--- src/rtl/mem_stage_if.sv ---
// rtl/mem_stage_if.sv - data-memory request/response handshake between MEM stage and memory
interface mem_stage_if;
    logic        mem_req;
    logic        mem_we;
    logic [63:0] mem_addr;
    logic [63:0] mem_wdata;
    logic        mem_ack;
    logic [63:0] mem_rdata;

    modport master (
        output mem_req, mem_we, mem_addr, mem_wdata,
        input  mem_ack, mem_rdata
    );

    modport slave (
        input  mem_req, mem_we, mem_addr, mem_wdata,
        output mem_ack, mem_rdata
    );
endinterface

--- src/rtl/mem_stage.sv ---
// rtl/mem_stage.sv - pipeline MEM stage: EX/MEM and MEM/WB registers with timed-out memory handshake
module mem_stage #(
    parameter int unsigned ACK_TIMEOUT = 16
) (
    input  logic               clk,
    input  logic               reset,

    input  logic               ex_valid,
    input  logic               MemRead_in,
    input  logic               MemWrite_in,
    input  logic               MemtoReg_in,
    input  logic               RegWrite_in,
    input  logic               BrLink_in,
    input  logic [63:0]        EX_ALU_Result,
    input  logic [63:0]        Read_Data2_in,
    input  logic [63:0]        PC_BL_in,
    input  logic [4:0]         EX_Rd,
    input  logic               forwardC,
    input  logic [63:0]        WB_fwd_data,

    mem_stage_if.master        mem,

    output logic               stall,
    output logic [63:0]        MEM_ALUResult,
    output logic [4:0]         MEM_Rd,
    output logic               MEM_RegWrite,
    output logic               WB_valid,
    output logic               WB_RegWrite,
    output logic [4:0]         WB_Rd,
    output logic [63:0]        WB_Data,
    output logic               mem_err
);

    typedef enum logic {
        S_IDLE = 1'b0,
        S_WAIT = 1'b1
    } state_t;

    state_t      state_q, state_d;
    logic [31:0] cnt_q, cnt_d;
    logic        err_q, err_d;

    // EX/MEM register
    logic        ex_valid_q;
    logic        ex_memread_q;
    logic        ex_memwrite_q;
    logic        ex_memtoreg_q;
    logic        ex_regwrite_q;
    logic        ex_brlink_q;
    logic [63:0] ex_alu_q;
    logic [63:0] ex_wdata_q;
    logic [63:0] ex_pc_q;
    logic [4:0]  ex_rd_q;

    // MEM/WB register
    logic        wb_valid_q, wb_valid_d;
    logic        wb_regwrite_q, wb_regwrite_d;
    logic [4:0]  wb_rd_q, wb_rd_d;
    logic [63:0] wb_data_q, wb_data_d;

    logic        in_wait;
    logic        ack_hit;
    logic        timeout;
    logic        ex_memop_q;
    logic        new_memop;
    logic [63:0] ld_data;

    // Handshake decode, stall, and next-state values for the FSM and MEM/WB
    always_comb begin
        in_wait    = (state_q == S_WAIT);
        ex_memop_q = ex_valid_q & (ex_memread_q | ex_memwrite_q);
        new_memop  = ex_valid & (MemRead_in | MemWrite_in);
        // an ack in the last allowed cycle beats the timeout
        ack_hit    = in_wait & mem.mem_ack;
        timeout    = in_wait & ~mem.mem_ack & (cnt_q == 32'(ACK_TIMEOUT - 1));
        stall      = in_wait & ~mem.mem_ack & ~timeout;

        state_d = S_IDLE;
        if (stall || new_memop) begin
            state_d = S_WAIT;
        end
        cnt_d = stall ? (cnt_q + 32'd1) : 32'd0;
        err_d = err_q | timeout;

        ld_data       = ack_hit ? mem.mem_rdata : 64'd0;
        wb_valid_d    = ex_valid_q;
        wb_regwrite_d = ex_regwrite_q & ex_valid_q & ~timeout;
        wb_rd_d       = ex_rd_q;
        wb_data_d     = ex_brlink_q   ? ex_pc_q :
                        ex_memtoreg_q ? ld_data : ex_alu_q;
    end

    // Access FSM with wait counter and sticky timeout flag
    always_ff @(posedge clk) begin
        if (reset) begin
            state_q <= S_IDLE;
            cnt_q   <= 32'd0;
            err_q   <= 1'b0;
        end else begin
            state_q <= state_d;
            cnt_q   <= cnt_d;
            err_q   <= err_d;
        end
    end

    // EX/MEM register: loads whenever the stage is not stalled
    always_ff @(posedge clk) begin
        if (reset) begin
            ex_valid_q    <= 1'b0;
            ex_memread_q  <= 1'b0;
            ex_memwrite_q <= 1'b0;
            ex_memtoreg_q <= 1'b0;
            ex_regwrite_q <= 1'b0;
            ex_brlink_q   <= 1'b0;
            ex_alu_q      <= 64'd0;
            ex_wdata_q    <= 64'd0;
            ex_pc_q       <= 64'd0;
            ex_rd_q       <= 5'd0;
        end else if (!stall) begin
            ex_valid_q    <= ex_valid;
            ex_memread_q  <= MemRead_in;
            ex_memwrite_q <= MemWrite_in;
            ex_memtoreg_q <= MemtoReg_in;
            ex_regwrite_q <= RegWrite_in;
            ex_brlink_q   <= BrLink_in;
            ex_alu_q      <= EX_ALU_Result;
            ex_wdata_q    <= forwardC ? WB_fwd_data : Read_Data2_in;
            ex_pc_q       <= PC_BL_in;
            ex_rd_q       <= EX_Rd;
        end
    end

    // MEM/WB register: takes the EX/MEM entry on every unstalled edge
    always_ff @(posedge clk) begin
        if (reset) begin
            wb_valid_q    <= 1'b0;
            wb_regwrite_q <= 1'b0;
            wb_rd_q       <= 5'd0;
            wb_data_q     <= 64'd0;
        end else if (!stall) begin
            wb_valid_q    <= wb_valid_d;
            wb_regwrite_q <= wb_regwrite_d;
            wb_rd_q       <= wb_rd_d;
            wb_data_q     <= wb_data_d;
        end
    end

    assign mem.mem_req   = in_wait & ex_memop_q;
    assign mem.mem_we    = in_wait & ex_memwrite_q;
    assign mem.mem_addr  = in_wait ? ex_alu_q   : 64'd0;
    assign mem.mem_wdata = in_wait ? ex_wdata_q : 64'd0;

    assign MEM_ALUResult = ex_alu_q;
    assign MEM_Rd        = ex_rd_q;
    assign MEM_RegWrite  = ex_regwrite_q & ex_valid_q;
    assign WB_valid      = wb_valid_q;
    assign WB_RegWrite   = wb_regwrite_q;
    assign WB_Rd         = wb_rd_q;
    assign WB_Data       = wb_data_q;
    assign mem_err       = err_q;

endmodule

--- src/flat_wrapper.sv ---
// flat-port wrapper written by rule: the top's interface ports become plain ports
module mem_stage_flat 
#(
    parameter int unsigned ACK_TIMEOUT = 16
)
  (clk, reset, ex_valid, MemRead_in, MemWrite_in, MemtoReg_in, RegWrite_in, BrLink_in, EX_ALU_Result, Read_Data2_in, PC_BL_in, EX_Rd, forwardC, WB_fwd_data, stall, MEM_ALUResult, MEM_Rd, MEM_RegWrite, WB_valid, WB_RegWrite, WB_Rd, WB_Data, mem_err, mem_mem_req, mem_mem_we, mem_mem_addr, mem_mem_wdata, mem_mem_ack, mem_mem_rdata);
  mem_stage_if mem_i ();
  input  logic clk;
  input  logic reset;
  input  logic ex_valid;
  input  logic MemRead_in;
  input  logic MemWrite_in;
  input  logic MemtoReg_in;
  input  logic RegWrite_in;
  input  logic BrLink_in;
  input  logic [63:0] EX_ALU_Result;
  input  logic [63:0] Read_Data2_in;
  input  logic [63:0] PC_BL_in;
  input  logic [4:0] EX_Rd;
  input  logic forwardC;
  input  logic [63:0] WB_fwd_data;
  output logic stall;
  output logic [63:0] MEM_ALUResult;
  output logic [4:0] MEM_Rd;
  output logic MEM_RegWrite;
  output logic WB_valid;
  output logic WB_RegWrite;
  output logic [4:0] WB_Rd;
  output logic [63:0] WB_Data;
  output logic mem_err;
  output wire logic [$bits(mem_i.mem_req)-1:0] mem_mem_req;
  output wire logic [$bits(mem_i.mem_we)-1:0] mem_mem_we;
  output wire logic [$bits(mem_i.mem_addr)-1:0] mem_mem_addr;
  output wire logic [$bits(mem_i.mem_wdata)-1:0] mem_mem_wdata;
  input wire logic [$bits(mem_i.mem_ack)-1:0] mem_mem_ack;
  input wire logic [$bits(mem_i.mem_rdata)-1:0] mem_mem_rdata;
  assign mem_mem_req = mem_i.mem_req;
  assign mem_mem_we = mem_i.mem_we;
  assign mem_mem_addr = mem_i.mem_addr;
  assign mem_mem_wdata = mem_i.mem_wdata;
  assign mem_i.mem_ack = mem_mem_ack;
  assign mem_i.mem_rdata = mem_mem_rdata;
  mem_stage #(.ACK_TIMEOUT(ACK_TIMEOUT)) u_core (.clk(clk), .reset(reset), .ex_valid(ex_valid), .MemRead_in(MemRead_in), .MemWrite_in(MemWrite_in), .MemtoReg_in(MemtoReg_in), .RegWrite_in(RegWrite_in), .BrLink_in(BrLink_in), .EX_ALU_Result(EX_ALU_Result), .Read_Data2_in(Read_Data2_in), .PC_BL_in(PC_BL_in), .EX_Rd(EX_Rd), .forwardC(forwardC), .WB_fwd_data(WB_fwd_data), .mem(mem_i), .stall(stall), .MEM_ALUResult(MEM_ALUResult), .MEM_Rd(MEM_Rd), .MEM_RegWrite(MEM_RegWrite), .WB_valid(WB_valid), .WB_RegWrite(WB_RegWrite), .WB_Rd(WB_Rd), .WB_Data(WB_Data), .mem_err(mem_err));
endmodule
--- config.mk ---
export PLATFORM = sky130hd
export DESIGN_NAME = mem_stage_flat
export DESIGN_NICKNAME = d
export VERILOG_FILES = /design/src/rtl/mem_stage_if.sv /design/src/rtl/mem_stage.sv /design/src/flat_wrapper.sv
export SDC_FILE = /design/constraint.sdc
export NUM_CORES = 1
export LEC_CHECK = 0
export BUFFER_PORTS_ARGS = -buffer_cell sky130_fd_sc_hd__buf_2
export CORE_AREA = 10 10 229 231
export DETAILED_ROUTE_END_ITERATION = 6
export DIE_AREA = 0 0 239 241
export PLACE_DENSITY = 0.66
export SYNTH_ARGS = -nofsm -noshare
export SYNTH_HDL_FRONTEND = slang
export SYNTH_SLANG_ARGS = --single-unit
--- constraint.sdc ---
create_clock -name clk -period 2.35 [get_ports clk]
set_input_delay 0.3525 -clock clk [delete_from_list [all_inputs] [get_ports clk]]
set_output_delay 0.3525 -clock clk [all_outputs]
set_load 0.02 [all_outputs]
==> flow_metrics.tcl, run 1 <==
set metrics [dict create \
    worstSkewPairLatency_ns 0.53 \
    endpoint_kind "output port" \
    synth_enable_flop_cells 0 \
    whs_path_depth 3 \
    synth_top_area_cell "dfxtp_1" \
    syn-cell-area_um2 15300 \
    routed_wl_mm 55.1 \
    yosys-top-cells-count "nand2_1 (485), dfxtp_1 (308), mux2i_1 (274)" \
    grt_pass1_vias 14325 \
    crit_family "simple AND/OR/NAND/NOR gates" \
    hp-start "EX_ALU_Result[58]" \
    dpl_worst_slack_ns 0.182 \
    cts_tree "yes" \
    power_leakage_nw 8.90 \
    post-synth-top-count-cell "nand2_1" \
    slowest_stage "dfxtp_1" \
    postRouteAntennaNets 0 \
    setup-violations-final 0 \
    rsz0062_at_grt "true" \
    postSynthCellCount 1743 \
    critPathKind "reg2out" \
    ys_types 37 \
    htreeDepth 2 \
    busiest_layer "met2" \
    synth_nets 2079 \
    cts_made_buffers 37 \
    io_pins 608 \
    yosysWarnings 0 \
    synth-seq-cells 308 \
    worstMarginPinSlew_ns 0.597 \
    max_freq_ghz 0.432 \
    drv_cap 0 \
    fin_ws_ns 0.0336 \
    final_nets 2614 \
    dp_hpwl_mm 41.1 \
    crit_start "u_core.cnt_q[22]" \
    worstHoldPathType "in2reg" \
    drive_gt1_share_pct 34.3 \
    r2r_cells 8 \
    area_growth_pct 32.0 \
    yosysSeqAreaShare_pct 40.4 \
    grt_use_met3_pct 4.37 \
    grt_max_degree 115 \
    antenna_found_initial 6 \
    chipWidth_um 239 \
    r2r-end "u_core.WB_Data[17]" \
    irDropWorstVdd_mv 0.481 \
    routabilityCongestion 0.871 \
    track_usage_pct 18.0 \
    vias 14335 \
    reg2reg_slack_ns 0.12 \
    hold_end "u_core.MEM_ALUResult[58]" \
    slew_viol_final 0 \
    final.min_clock_period_ns 2.32 \
    globalRouteOverflowTotal 0 \
    port_buffers 607 \
    grt_pass1_wl_mm 82.8 \
    firstDrtPassIters 5 \
    slew_headroom_pct 60.2 \
    required_ns 2.00 \
    synth.top_cell.area_share_pct 40.4 \
    r2r_start "u_core.cnt_q[0]" \
    use_met1_pct 20.8 \
    yosys_most_used_dff "dfxtp_1" \
    start_kind "flip-flop" \
    final_util_pct 42.4 \
    worstPathCellList "nor4_4, nand4_4, o21ai_4, bufinv_16, buf_8" \
    die-area_um2 57600 \
    hold_buffers 0 \
    met2_usage_pct 32.5 \
    hold_viol 0 \
    ys_async_sr_fraction_pct 0 \
    cts.sinks 308 \
    status "finished clean" \
    drt_iter0_markers 941 \
    drc 0 \
    start_util_pct 32.1 \
    rows 80 \
    die_h_um 241 \
    setup-tns-final_ns 0 \
    cts_buffer_depth 3 \
    worstPathArrival_ns 1.96 \
    routedWlPerCell_um 18.9 \
    fin_worst_skew_ns 0.0130 \
    netlist_top_cells_area "dfxtp_1 (40%), mux2i_1 (18%), nand2_1 (12%), and2_1 (5.3%), mux2_2 (4.7%)" \
    crit_fanout 6 \
    period_share_pct 98.6 \
    power.density_nw_per_um2 673 \
    via_per_inst 4.91 \
    core_area_um2 47500 \
    syn_area_per_cell_um2 8.76 \
    cts-root-buf "clkbuf_16" \
    critPathBufInv 2 \
    critical_path.max_stage_delay_ns 0.37 \
    clk_pin_slew_ns 0.06 \
]
==> layout make-up <==
| type | count | area, um2 |
|---|---|---|
| diodes | 3 | 7.51 |
| clock buffers | 53 | 1080 |
| clock inverters | 11 | 91.3 |
| fillers | 4728 | 27400 |
| inverters | 5 | 52.6 |
| multi-input cells | 1282 | 8420 |
| flip-flops and latches | 308 | 6190 |
| well taps | 615 | 769 |
| repair buffers | 643 | 3530 |
| repair inverters | 1 | 8.76 |
==> stage by stage <==
| stage | hold WS, ns | power (mW) | instance area (um2) | instances |
|---|---|---|---|---|
| floorplan | 0.422 | 7.21 | 15300 | 1743 |
| global placement | 0.438 | 8.08 | 18800 | 2847 |
| detailed placement | 0.446 | 8.12 | 18800 | 2847 |
| CTS | 0.0135 | 13.7 | 20100 | 2915 |
| global route | 0.0386 | 14.2 | 20100 | 2920 |
| finish | 0.0596 | 13.6 | 20100 | 2921 |
==> per-layer routing <==
| layer | vias up | wire length [um] |
|---|---|---|
| li1 | 6993 | - |
| met1 | 6839 | 21700 |
| met2 | 427 | 28800 |
| met3 | 70 | 3640 |
| met4 | 6 | 954 |
| met5 | - | 46 |
==> worst max-delay path by stage <==
stage	end	slack, ns	cells past startpoint
floorplan	stall	0.33	7
global placement	u_core.WB_Data[43]	0.24	7
detailed placement	u_core.WB_Data[38]	0.18	7
CTS	stall	-0.01	5
global route	stall	-0.03	5
finish	stall	0.03	5
==> cell families (layout without fill, tap and decap cells) <==
| family | Yosys count | in the layout | share of synthesized area, % |
|---|---|---|---|
| DFF | 308 | 308 | 40.4 |
| AOI/OAI and AO/OA | 100 | 100 | 5.67 |
| muxes | 338 | 338 | 22.7 |
| other | 0 | 3 | 0 |
| xor gates and xnor gates | 15 | 15 | 0.861 |
| buffers and inverters | 153 | 713 | 5.01 |
| and+or+nand+nor | 828 | 828 | 25.3 |
| adders and majority gates | 1 | 1 | 0.0820 |
==> tightest hold or removal path: cells and delay by family <==
kind / cells / cell delay (ns)
buffers and inverters: 1 / 0.09
muxes: 1 / 0.05
and+or+nand+nor: 1 / 0.04
==> cell usage in the layout, fill, tap and decap left out, drive strengths merged, types with 2 or more instances in the layout <==
cell,instances
a21oi,15
a221o,64
and2,130
and3,4
and4,3
buf,643
bufinv,2
clkbuf,53
clkinv,7
clkinvlp,3
dfxtp,308
diode,3
inv,5
mux2,64
mux2i,274
nand2,485
nand2b,65
nand3,78
nand4,14
nor2,16
nor3,4
nor4,10
o21ai,8
o31ai,9
or3,6
or4,11
xnor2,6
xor2,9
==> repair_timing <==
item | CTS | global route
setup buffers | 3 | 3
gates cloned | 1 | 0
pin swaps | 3 | 5
setup endpoints to repair | 4 | 1
gates resized for setup | 20 | 7
==> sequential cells by signal (all words and copies together), names as in the netlist, 5 cells and up <==
| name | cells |
|---|---|
| u_core.MEM_ALUResult | 64 |
| u_core.WB_Data | 64 |
| u_core.ex_pc_q | 64 |
| u_core.ex_wdata_q | 64 |
| u_core.cnt_q | 32 |
| u_core.MEM_Rd | 5 |
| u_core.WB_Rd | 5 |
==> power by group <==
group | switching [mW] | internal, mW | total, mW
logic | 1.25 | 0.955 | 2.20
registers | 0.246 | 5.57 | 5.81
clock network | 2.26 | 3.29 | 5.55
Power figures use the tool's default switching activity.
==> inputs of run 2 (changes only) <==
--- a/config.mk
+++ b/config.mk
@@ -6,10 +6,11 @@
 export NUM_CORES = 1
 export LEC_CHECK = 0
 export BUFFER_PORTS_ARGS = -buffer_cell sky130_fd_sc_hd__buf_2
-export CORE_AREA = 10 10 229 231
+export CORE_MARGIN = 10
+export CORE_UTILIZATION = 24
 export DETAILED_ROUTE_END_ITERATION = 6
-export DIE_AREA = 0 0 239 241
-export PLACE_DENSITY = 0.66
+export PLACE_DENSITY = 0.54
+export SLEW_MARGIN = 15
 export SYNTH_ARGS = -nofsm -noshare
 export SYNTH_HDL_FRONTEND = slang
 export SYNTH_SLANG_ARGS = --single-unit
==> flow_metrics.tcl, run 2 (same netlist as run 1, synthesis figures left out) <==
set metrics [dict create \
    antenna_found_initial 8 \
    finalPower_mw 13.9 \
    finalNonFillerCells 3168 \
    max_freq_ghz 0.438 \
    cts.sinks 308 \
    grt_pass1_wl_mm 84.4 \
    cts_made_buffers 38 \
    fin_ws_ns 0.0645 \
    nFillCells 6627 \
    endpoint_kind "output port" \
    clk_pin_slew_ns 0.06 \
    final.min_clock_period_ns 2.29 \
    drc 0 \
    routed_wl_mm 56.5 \
    globalRouteOverflowTotal 0 \
    routedWlPerCell_um 17.8 \
    r2r_start "u_core.cnt_q[0]" \
    status "finished clean" \
    cts_tree "yes" \
    route.met3.wl_mm 3.23 \
    setup-tns-final_ns 0 \
    power_leakage_nw 9.01 \
    worstMarginPinSlew_ns 0.914 \
    slew_headroom_pct 39.0 \
    area_growth_pct 34.9 \
    dp_cells 3092 \
    start_util_pct 24.2 \
    core_area_um2 63000 \
    r2r-end "u_core.ex_wdata_q[18]" \
    dpl_worst_slack_ns 0.249 \
    irDropWorstVdd_mv 0.381 \
    final_util_pct 32.7 \
    firstDrtPassIters 5 \
    start_kind "flip-flop" \
    rows 92 \
    grt_pass1_vias 14440 \
    io_pins 608 \
    postPlaceCellArea_um2 19100 \
    stdcell_area_um2 20600 \
    fin_hold_ws_ns 0.0566 \
    final_nets 2629 \
    worstHoldPathType "in2reg" \
    layout_commonest_cell "buf_2" \
    crit_end "stall" \
    die_h_um 272 \
    chipWidth_um 272 \
    hold_viol 0 \
    worstSkewPairLatency_ns 0.54 \
    wl_met2_mm 29.1 \
    critPathKind "reg2out" \
    m1WireLength_mm 22.7 \
    cts_buffer_depth 3 \
    crit_fanout 5 \
    cts-root-buf "clkbuf_16" \
    drt_iter0_markers 835 \
    hold_buffers 0 \
    worstPathArrival_ns 1.93 \
    r2r_cells 8 \
    vias 14211 \
    power.density_nw_per_um2 675 \
    highest_layer "met5" \
    routabilityCongestion 0.858 \
    grt_max_degree 83 \
    die-area_um2 74100 \
    track_usage_pct 14.1 \
    slew_viol_final 0 \
    reg2reg_slack_ns 0.11 \
    drive_gt1_share_pct 34.7 \
    dp_hpwl_mm 42.3 \
    period_share_pct 97.3 \
    setup-violations-final 0 \
    final_cell_mix "buf_2 (606), nand2_1 (485), dfxtp_1 (294)" \
    fin_worst_skew_ns 0.0152 \
    drv_cap 0 \
    crit_start "u_core.cnt_q[0]" \
    port_buffers 607 \
    required_ns 2.00 \
    postRouteAntennaNets 0 \
    via_per_inst 4.49 \
    htreeDepth 2 \
    rsz0062_at_grt "true" \
]
run 2: power breakdown:
group,internal (mW),switching (mW)
logic,0.958,1.26
registers,5.57,0.233
clock network,3.59,2.28
run 2: layer usage:
metal / vias up / GRT usage (%)
met1: 6732 / 16.2
met4: 4 / 4.37
met5: - / 0
li1: 7009 / -
met3: 73 / 3.36
met2: 393 / 25.5
run 2: layout make-up:
cell class                      count  area, um2  share of cell area (%)
Timing Repair Buffer              657       3590                    17.4
Clock inverter                      8        119                   0.577
Inverter                            5       52.6                   0.255
Clock buffer                       57       1110                    5.41
Sequential cell                   308       6190                    30.1
Timing Repair inverter              1       8.76                  0.0425
Antenna cell                        4       10.0                  0.0486
Tap cell                          846       1060                    5.14
Multi-Input combinational cell   1282       8440                    41.0
run 2: critical path, stage by stage, from the launching register on:
cell       delay, ns
dfxtp_2         0.38
ha_4            0.16
and3_4          0.21
nand4_4         0.11
o21ai_4         0.19
bufinv_16       0.21
buf_8           0.13
run 2: worst min path at each step:
stage / start / to / slack, ns / cells after the start
detailed placement: u_core.ex_pc_q[2] / u_core.ex_pc_q[2] / 0.45 / 2
floorplan: reset / u_core.in_wait / 0.42 / 1
finish: PC_BL_in[36] / u_core.ex_pc_q[36] / 0.06 / 3
global placement: u_core.ex_pc_q[2] / u_core.ex_pc_q[2] / 0.44 / 2
global route: EX_ALU_Result[38] / u_core.MEM_ALUResult[38] / 0.02 / 3
CTS: PC_BL_in[36] / u_core.ex_pc_q[36] / 0.008 / 3
run 2: repair_timing:
item                                    4_1_cts  5_1_grt
endpoints found under the setup margin        2       15
gates cloned                                  1        0
gates resized for setup                      28       10
pin swaps                                     6        5
buffers inserted                              4        2
